$ cat config.mk
export PLATFORM = sky130hd
export DESIGN_NAME = quad_step_decoder_flat
export DESIGN_NICKNAME = d
export VERILOG_FILES = /design/src/rtl/quad_step_decoder_pkg.sv /design/src/rtl/quad_step_decoder_if.sv /design/src/rtl/quad_step_decoder_glitch_filter.sv /design/src/rtl/quad_step_decoder.sv /design/src/flat_wrapper.sv
export SDC_FILE = /design/constraint.sdc
export NUM_CORES = 1
export LEC_CHECK = 0
export CAP_MARGIN = 20
export CORE_MARGIN = 8
export CORE_UTILIZATION = 45
export CTS_BUF_LIST = sky130_fd_sc_hd__clkbuf_4 sky130_fd_sc_hd__clkbuf_8 sky130_fd_sc_hd__clkbuf_16
export DETAILED_ROUTE_END_ITERATION = 16
export PLACE_DENSITY = 0.69
export SYNTH_ARGS = -nofsm -noshare
export SYNTH_HDL_FRONTEND = slang
export SYNTH_SLANG_ARGS = --single-unit
$ cat constraint.sdc
create_clock -name clk -period 1.93 [get_ports clk]
set_input_delay 0.193 -clock clk [delete_from_list [all_inputs] [get_ports clk]]
set_output_delay 0.193 -clock clk [all_outputs]
set_load 0.02 [all_outputs]
$ cat src/rtl/quad_step_decoder_pkg.sv
// Shared types and helpers for the quadrature step decoder: Gray-ordered
// phase states, direction encoding and the phase-move helpers.
package quad_step_decoder_pkg;

  // Gray order S00 -> S01 -> S11 -> S10 -> S00 counts up.
  typedef enum logic [1:0] {
    S00 = 2'b00,
    S01 = 2'b01,
    S11 = 2'b11,
    S10 = 2'b10
  } phase_e;

  localparam logic DIR_UP = 1'b1;
  localparam logic DIR_DN = 1'b0;

  function automatic phase_e gray_next(input phase_e s);
    case (s)
      S00:     return S01;
      S01:     return S11;
      S11:     return S10;
      default: return S00;
    endcase
  endfunction

  // True when exactly one of the two phase bits differs.
  function automatic logic one_bit_move(input logic [1:0] x, input logic [1:0] y);
    return ^(x ^ y);
  endfunction

endpackage

$ cat src/rtl/quad_step_decoder_if.sv
// Signal bundle between the encoder front end and its user.
// en qualifies every sampling edge (no handshake back-pressure); step is a
// single-cycle pulse, up/err/phase are levels valid whenever rst is high.
interface quad_step_decoder_if;
  logic       en;
  logic       a_in;
  logic       b_in;
  logic       err_clr;
  logic       step;
  logic       up;
  logic       err;
  logic [1:0] phase;

  modport master (
    output en, a_in, b_in, err_clr,
    input  step, up, err, phase
  );

  modport slave (
    input  en, a_in, b_in, err_clr,
    output step, up, err, phase
  );
endinterface

$ cat src/rtl/quad_step_decoder_glitch_filter.sv
// One encoder channel: 2-flop synchronizer followed by a stability filter
// that accepts a new level only after FILT consecutive enabled cycles.
module quad_step_decoder_glitch_filter #(
  parameter int FILT = 3,
  parameter int FW   = 2
) (
  input  logic clk,
  input  logic rst,
  input  logic en,
  input  logic pin,
  output logic filt
);

  localparam logic [FW-1:0] LAST = FW'(FILT - 1);

  logic          sync1;
  logic          sync2;
  logic [FW-1:0] cnt;

  // Synchronizer runs freely so the pin is never sampled raw, even while en is low.
  always_ff @(posedge clk or negedge rst) begin
    if (!rst) begin
      sync1 <= 1'b0;
      sync2 <= 1'b0;
    end else begin
      sync1 <= pin;
      sync2 <= sync1;
    end
  end

  always_ff @(posedge clk or negedge rst) begin
    if (!rst) begin
      filt <= 1'b0;
      cnt  <= '0;
    end else if (en) begin
      if (sync2 == filt) begin
        cnt <= '0;
      end else if (cnt == LAST) begin
        filt <= sync2;
        cnt  <= '0;
      end else begin
        cnt <= cnt + FW'(1);
      end
    end
  end

endmodule

$ cat src/rtl/quad_step_decoder.sv
// Quadrature A/B decoder: filtered channels feed a Gray-phase tracker that
// emits a registered step pulse, a held direction and a sticky error flag.
module quad_step_decoder
  import quad_step_decoder_pkg::*;
#(
  parameter int FILT = 3,
  parameter int FW   = 2,
  parameter bit X4   = 1'b1
) (
  input logic               clk,
  input logic               rst,
  quad_step_decoder_if.slave bus
);

  logic       filt_a;
  logic       filt_b;
  logic [1:0] filt_ab;

  phase_e state;
  phase_e state_nx;
  logic   step_q, step_nx;
  logic   up_q,   up_nx;
  logic   err_q,  err_nx;

  quad_step_decoder_glitch_filter #(.FILT(FILT), .FW(FW)) u_filt_a (
    .clk  (clk),
    .rst  (rst),
    .en   (bus.en),
    .pin  (bus.a_in),
    .filt (filt_a)
  );

  quad_step_decoder_glitch_filter #(.FILT(FILT), .FW(FW)) u_filt_b (
    .clk  (clk),
    .rst  (rst),
    .en   (bus.en),
    .pin  (bus.b_in),
    .filt (filt_b)
  );

  assign filt_ab = {filt_a, filt_b};

  always_ff @(posedge clk or negedge rst) begin
    if (!rst) begin
      state  <= S00;
      step_q <= 1'b0;
      up_q   <= DIR_UP;
      err_q  <= 1'b0;
    end else if (bus.en) begin
      state  <= state_nx;
      step_q <= step_nx;
      up_q   <= up_nx;
      err_q  <= err_nx;
    end else begin
      step_q <= 1'b0;
    end
  end

  // A new illegal move overrides err_clr in the same cycle.
  always_comb begin
    state_nx = state;
    step_nx  = 1'b0;
    up_nx    = up_q;
    err_nx   = err_q & ~bus.err_clr;
    if (filt_ab != state) begin
      state_nx = phase_e'(filt_ab);
      if (one_bit_move(filt_ab, state)) begin
        up_nx   = (filt_ab == gray_next(state)) ? DIR_UP : DIR_DN;
        step_nx = X4 ? 1'b1 : (filt_ab == S00);
      end else begin
        err_nx = 1'b1;
      end
    end
  end

  assign bus.step  = step_q;
  assign bus.up    = up_q;
  assign bus.err   = err_q;
  assign bus.phase = state;

endmodule

$ cat src/flat_wrapper.sv
// flat-port wrapper written by rule: the top's interface ports become plain ports
module quad_step_decoder_flat import quad_step_decoder_pkg::*;
#(
  parameter int FILT = 3,
  parameter int FW   = 2,
  parameter bit X4   = 1'b1
)
  (clk, rst, bus_en, bus_a_in, bus_b_in, bus_err_clr, bus_step, bus_up, bus_err, bus_phase);
  quad_step_decoder_if bus_i ();
  input logic clk;
  input logic rst;
  input wire logic [$bits(bus_i.en)-1:0] bus_en;
  input wire logic [$bits(bus_i.a_in)-1:0] bus_a_in;
  input wire logic [$bits(bus_i.b_in)-1:0] bus_b_in;
  input wire logic [$bits(bus_i.err_clr)-1:0] bus_err_clr;
  output wire logic [$bits(bus_i.step)-1:0] bus_step;
  output wire logic [$bits(bus_i.up)-1:0] bus_up;
  output wire logic [$bits(bus_i.err)-1:0] bus_err;
  output wire logic [$bits(bus_i.phase)-1:0] bus_phase;
  assign bus_i.en = bus_en;
  assign bus_i.a_in = bus_a_in;
  assign bus_i.b_in = bus_b_in;
  assign bus_i.err_clr = bus_err_clr;
  assign bus_step = bus_i.step;
  assign bus_up = bus_i.up;
  assign bus_err = bus_i.err;
  assign bus_phase = bus_i.phase;
  quad_step_decoder #(.FILT(FILT), .FW(FW), .X4(X4)) u_core (.clk(clk), .rst(rst), .bus(bus_i));
endmodule
==> impl_metrics.py, run 1 <==
metrics = {
    "sta": {
        "worst_slack_ns": 0.335,
        "slew_headroom": 0.579,
        "finalSetupViolCount": 0,
        "rsz0062_at_grt": "no",
        "worst_pin_slew_ns": 0.630,
        "finalMaxSlewViolations": 0,
        "period_minus_slack_ns": 1.59,
        "finalCritPeriodShare": 0.826,
        "fmax_ghz": 0.627,
        "tns_ns": 0,
        "final-hold-violation-count": 0,
        "final.setup_skew_ns": 0.00272,
    },
    "outcome": {
        "outcome": "finished, final reports clean",
    },
    "setup_path": {
        "cp_num_buf_inv": 1,
        "cp_cell_sequence": "clkdlybuf4s50_1",
        "path_delay_family": "buffers and inverters",
        "worstPathRequired_ns": 1.74,
        "cp.arrival_ns": 1.40,
        "cp_slowest_stage_delay_ns": 0.60,
        "cp.depth": 1,
        "critPathCaptureType": "output port",
        "reg2reg_depth": 4,
        "crit_fanout": 2,
        "slowest_stage": "clkdlybuf4s50_1",
        "path_class": "flop to output port",
        "critPathLaunchType": "flop",
    },
    "drt": {
        "drt_wl_total_um": 991,
        "dr.first_iter.drc_count": 5,
        "drtAntennaViolNets": 0,
        "drc": 0,
        "wire_per_inst_um": 12.5,
        "vias_per_cell": 4.91,
        "vias": 388,
        "drt-pass1-iter-count": 3,
    },
    "global_routing": {
        "track_usage": 0.0838,
        "grt_max_degree": 16,
        "overflow": 0,
        "grt_pass1_wl_mm": 1.73,
        "grt_pass1_vias": 417,
        "antenna_found_initial": 0,
    },
    "logic_synthesis": {
        "synth-seq-area-share": 0.604,
        "synth_nets": 58,
        "ys_types": 21,
        "synth_area_um2": 623,
        "synth_cells": 51,
        "syn_area_per_cell_um2": 12.2,
        "ys_ff_latch": 15,
        "yosysWarnings": 0,
    },
    "place": {
        "port_buffers": 10,
        "place_hpwl_um": 704,
        "gp_congestion": 0.724,
        "pre_cts_slack_ns": 0.328,
        "dp.cells": 75,
    },
    "pwr": {
        "p_leak_nw": 0.343,
        "powerDensity_mw_per_mm2": 1630,
        "vdd_ir_drop_max_mv": 0.933,
        "power.total_mw": 1.25,
    },
    "clocking": {
        "cts_tree": "built",
        "clkSinkCount": 15,
        "clk_latency_ns": 0.27,
        "cts.hold.buffers_added": 0,
        "numCtsBuffers": 3,
        "post_cts_buffers": 0,
        "cts_buffer_depth": 2,
        "root_buffer": "clkbuf_4",
        "htree_levels": 1,
        "path_clk_slew_ns": 0.09,
        "cts-resized-gates": 0,
    },
    "final_layout": {
        "final_cell_mix": "dfrtp_1 (14), clkdlybuf4s50_1 (10), nand2_1 (7), mux2_2 (4), clkbuf_4 (4)",
        "finalNetCount": 72,
        "fillers": 112,
        "layout_commonest_cell": "dfrtp_1",
        "diodes": 0,
        "fin_cells": 79,
        "area_growth_pct": 22.7,
        "fin_util": 0.588,
        "register_area_um2": 377,
        "drive_above_1_share": 0.141,
        "multi_input_area_um2": 228,
    },
    "worst_hold_path": {
        "worst_hold_path_type": "input port to asynchronous set/reset pin",
    },
    "floorplanning": {
        "start_util": 0.479,
        "pin_count": 11,
        "rows": 13,
        "die_h_um": 53.2,
        "core_area_mm2": 0.00130,
        "fp.dieW_um": 53.2,
        "fp.dieArea_mm2": 0.00283,
    },
    "run": {
        "maxCapViolations": 0,
    },
}
synthesized netlist by cell type:
master,count,area share
nor2_1,1,0.0060
a21boi_0,1,0.012
dfrtp_1,14,0.56
xor2_1,3,0.042
nand2b_1,2,0.020
o21ai_0,1,0.0080
nor2b_1,1,0.010
xnor2_1,3,0.042
o22ai_1,2,0.020
buf_4,1,0.012
o21ai_1,1,0.0080
mux2i_1,1,0.016
nand2_1,7,0.042
nand3_1,1,0.0080
mux2_2,4,0.072
and2_1,1,0.010
ha_1,1,0.020
and2b_1,1,0.012
dfstp_2,1,0.042
a41o_1,1,0.016
inv_1,3,0.018
report_power, final:
part,leakage [nW],switching (mW),internal (mW)
Clock,0.0184,0.0941,0.0941
Combinational,0.142,0.236,0.285
Sequential,0.183,0.108,0.428
logic make-up after synthesis:
kind of cell / after synthesis / synth area share
AOI/OAI and AO/OA: 6 / 0.0642
xor gates and xnor gates: 6 / 0.0844
adders and majority gates: 1 / 0.0201
buffers and inverters: 4 / 0.0301
DFF: 15 / 0.604
muxes: 5 / 0.0883
and+or+nand+nor: 14 / 0.108
layout make-up:
type	instances	share of cell area
flip-flops and latches	15	0.493
multi-input cells	32	0.298
repair buffers	10	0.131
clock buffers	4	0.0393
well taps	15	0.0245
inverters	3	0.0147
path summary, 6_finish.rpt:
path                                         end  slack, ns                  start
min reg2reg                u_core.u_filt_b.sync2       0.36  u_core.u_filt_b.sync1
min in group clk           u_core.u_filt_a.sync1       0.35               bus_a_in
max reg2reg                  u_core.bus.phase[1]       0.40   u_core.u_filt_b.filt
min                         u_core.u_filt_b.filt       0.30                    rst
max in group asynchronous         u_core.bus.err       1.22                    rst
max                                       bus_up       0.34          u_core.bus.up
per-layer routing:
metal | vias to the layer above | global-route usage | wire (µm)
li1 | 194 | - | -
met1 | 187 | 0.0933 | 495
met2 | 5 | 0.125 | 446
met3 | 2 | 0.0420 | 37
met4 | 0 | 0.0504 | 12
met5 | - | 0 | 0
through the flow:
stage / hold slack [ns] / cell area, µm²
after floorplan: -0.103 / 623
after global placement: 0.334 / 734
after detailed placement: 0.338 / 734
after CTS: 0.333 / 764
after global routing: 0.329 / 764
final: 0.304 / 764
Power figures use the tool's default switching activity.
==> run 2: changes to the inputs <==
Settings changed: CORE_UTILIZATION 45 to 43.
Clock period 1.93 ns to 1.3 ns, I/O delays scaled along.
==> run 2 against run 1 <==
The run now ends with negative setup slack left. Critical path depth increased by 3. Register-to-register slack worse by 0.55 ns. Worst setup slack got worse by 0.48 ns. Total power is 62% higher. Sequential power is 40% higher. Wire length grew 2.4%. First-iteration DRC count stayed put. Via count increased by 3.9%. Clock skew up 0.0018 ns. Count of clock-buffer cells in the layout down 1. Critical endpoint is now u_core.bus.phase[1].
==> impl_metrics.py, run 2 (synthesis results as in run 1) <==
metrics = {
    "floorplanning": {
        "core_area_mm2": 0.00133,
        "start_util": 0.467,
        "pin_count": 11,
        "fp.dieArea_mm2": 0.00292,
        "die_h_um": 54.1,
        "rows": 13,
        "fp.dieW_um": 54.1,
    },
    "pwr": {
        "powerDensity_mw_per_mm2": 2420,
        "vdd_ir_drop_max_mv": 1.33,
        "power.total_mw": 2.02,
        "p_leak_nw": 0.397,
    },
    "final_layout": {
        "finalNetCount": 80,
        "diodes": 0,
        "drive_above_1_share": 0.333,
        "layout_commonest_cell": "dfrtp_1",
        "area_growth_pct": 34.1,
        "register_area_um2": 379,
        "final_cell_mix": "dfrtp_1 (12), buf_4 (8), nand2_1 (7), clkdlybuf4s50_1 (5)",
        "fin_util": 0.627,
        "postLayoutCellArea_um2": 836,
        "fillers": 114,
        "multi_input_area_um2": 246,
        "fin_cells": 87,
    },
    "setup_path": {
        "timing.rr.end": "u_core.bus.phase[1]",
        "cp_slowest_stage_delay_ns": 0.42,
        "slowest_stage": "dfrtp_1",
        "critPathCaptureType": "flop",
        "r2r_slack_ns": -0.15,
        "crit_fanout": 5,
        "reg2reg_depth": 4,
        "cp_cell_sequence": "xnor2_2 > ha_2 > and2b_2 > mux2_4",
        "critPathLaunchType": "flop",
        "r2r_start": "u_core.u_filt_a.filt",
        "worstPathRequired_ns": 1.46,
        "path_class": "flop to flop",
        "cp.arrival_ns": 1.61,
        "worstSetupStartpoint": "u_core.u_filt_a.filt",
        "endpoint": "u_core.bus.phase[1]",
    },
    "sta": {
        "worst_pin_slew_ns": 0.210,
        "fmax_ghz": 0.691,
        "final-hold-violation-count": 0,
        "period_minus_slack_ns": 1.45,
        "hold_ws_ns": 0.160,
        "slew_headroom": 0.861,
        "rsz0062_at_grt": "yes",
        "tns_ns": -0.459,
        "worst_slack_ns": -0.148,
        "final.setup_skew_ns": 0.00448,
        "finalCritPeriodShare": 1.11,
        "finalMaxSlewViolations": 0,
        "finalSetupViolCount": 4,
    },
    "clocking": {
        "clkSinkCount": 15,
        "root_buffer": "clkbuf_4",
        "path_clk_slew_ns": 0.09,
        "numCtsBuffers": 3,
        "clk_latency_ns": 0.28,
        "htree_levels": 1,
        "cts_buffer_depth": 2,
        "cts_tree": "built",
        "cts.hold.buffers_added": 0,
    },
    "place": {
        "dp.cells": 81,
        "place_hpwl_um": 794,
        "dpl_cell_area_um2": 793,
        "gp_congestion": 0.727,
        "port_buffers": 10,
        "pre_cts_slack_ns": -0.157,
    },
    "drt": {
        "drc": 0,
        "drt-pass1-iter-count": 3,
        "vias_per_cell": 4.63,
        "vias": 403,
        "drt_wl_total_mm": 1.02,
        "drtAntennaViolNets": 0,
        "dr.first_iter.drc_count": 5,
        "wire_per_inst_um": 11.7,
    },
    "run": {
        "maxCapViolations": 0,
    },
    "global_routing": {
        "grt_pass1_wl_mm": 1.66,
        "track_usage": 0.0792,
        "antenna_found_initial": 0,
        "overflow": 0,
        "grt_pass1_vias": 385,
        "grt_max_degree": 16,
    },
    "worst_hold_path": {
        "worst_hold_path_type": "input port to asynchronous set/reset pin",
    },
    "outcome": {
        "failed_checks": "negative setup slack",
        "outcome": "finished with violations",
    },
}
==> run 2: changes by cell type in the layout (fill, tap and decap cells not counted), sizes merged <==
| cell | previous run | this run |
|---|---|---|
| clkbuf | 4 | 3 |
| clkinv | 0 | 1 |
| clkdlybuf4s50 | 10 | 5 |
| dlygate4sd2 | 0 | 2 |
| buf | 0 | 9 |
| clkdlybuf4s15 | 0 | 2 |
==> run 2: how the worst min path moves through the flow <==
stage / to / cells past startpoint / startpoint / slack [ns]
after global routing: u_core.bus.phase[0] / 2 / rst / 0.16
after detailed placement: u_core.u_filt_b.sync2 / 0 / u_core.u_filt_b.sync1 / 0.34
after CTS: u_core.u_filt_a.cnt[1] / 2 / rst / 0.16
after global placement: u_core.u_filt_b.sync2 / 0 / u_core.u_filt_b.sync1 / 0.33
after floorplan: u_core.bus.err / 0 / rst / -0.17
final: u_core.bus.phase[0] / 2 / rst / 0.16
==> run 2: where the power goes <==
part           internal, mW  switching, mW  leakage, nW
Combinational         0.565          0.454        0.198
Clock                 0.114          0.138       0.0177
Sequential            0.641          0.111        0.181
Total                  1.32          0.703        0.397
==> run 2: repair_timing <==
action                     4_1_cts  5_1_grt
resized for setup                7        6
setup endpoints to repair        8        7
buffers inserted                 0        2
pin swaps                        0        0
hold endpoints to repair         0        0
==> run 2: cell type report <==
class | count | share of cell area
timing repair buffer | 18 | 0.183
multi-input combinational | 32 | 0.295
inverter | 3 | 0.0135
clock inverter | 1 | 0.00599
tap | 15 | 0.0225
clock buffer | 3 | 0.0269
sequential | 15 | 0.454
==> run 2: metal layers <==
layer,GRT usage,vias to the layer above,part of all wire
met5,0,-,0
met2,0.131,8,0.48
met1,0.0831,185,0.44
met4,0.0246,0,0
met3,0.0468,0,0.075
li1,-,210,-
==> run 2: critical path, delay by kind of cell, from the launching register on <==
family                   cells  cell delay (ns)
AND/OR/NAND/NOR              1             0.25
multiplexers                 1             0.30
flip-flops                   1             0.42
XOR/XNOR                     1             0.19
adder cells (fa/ha/maj)      1             0.18
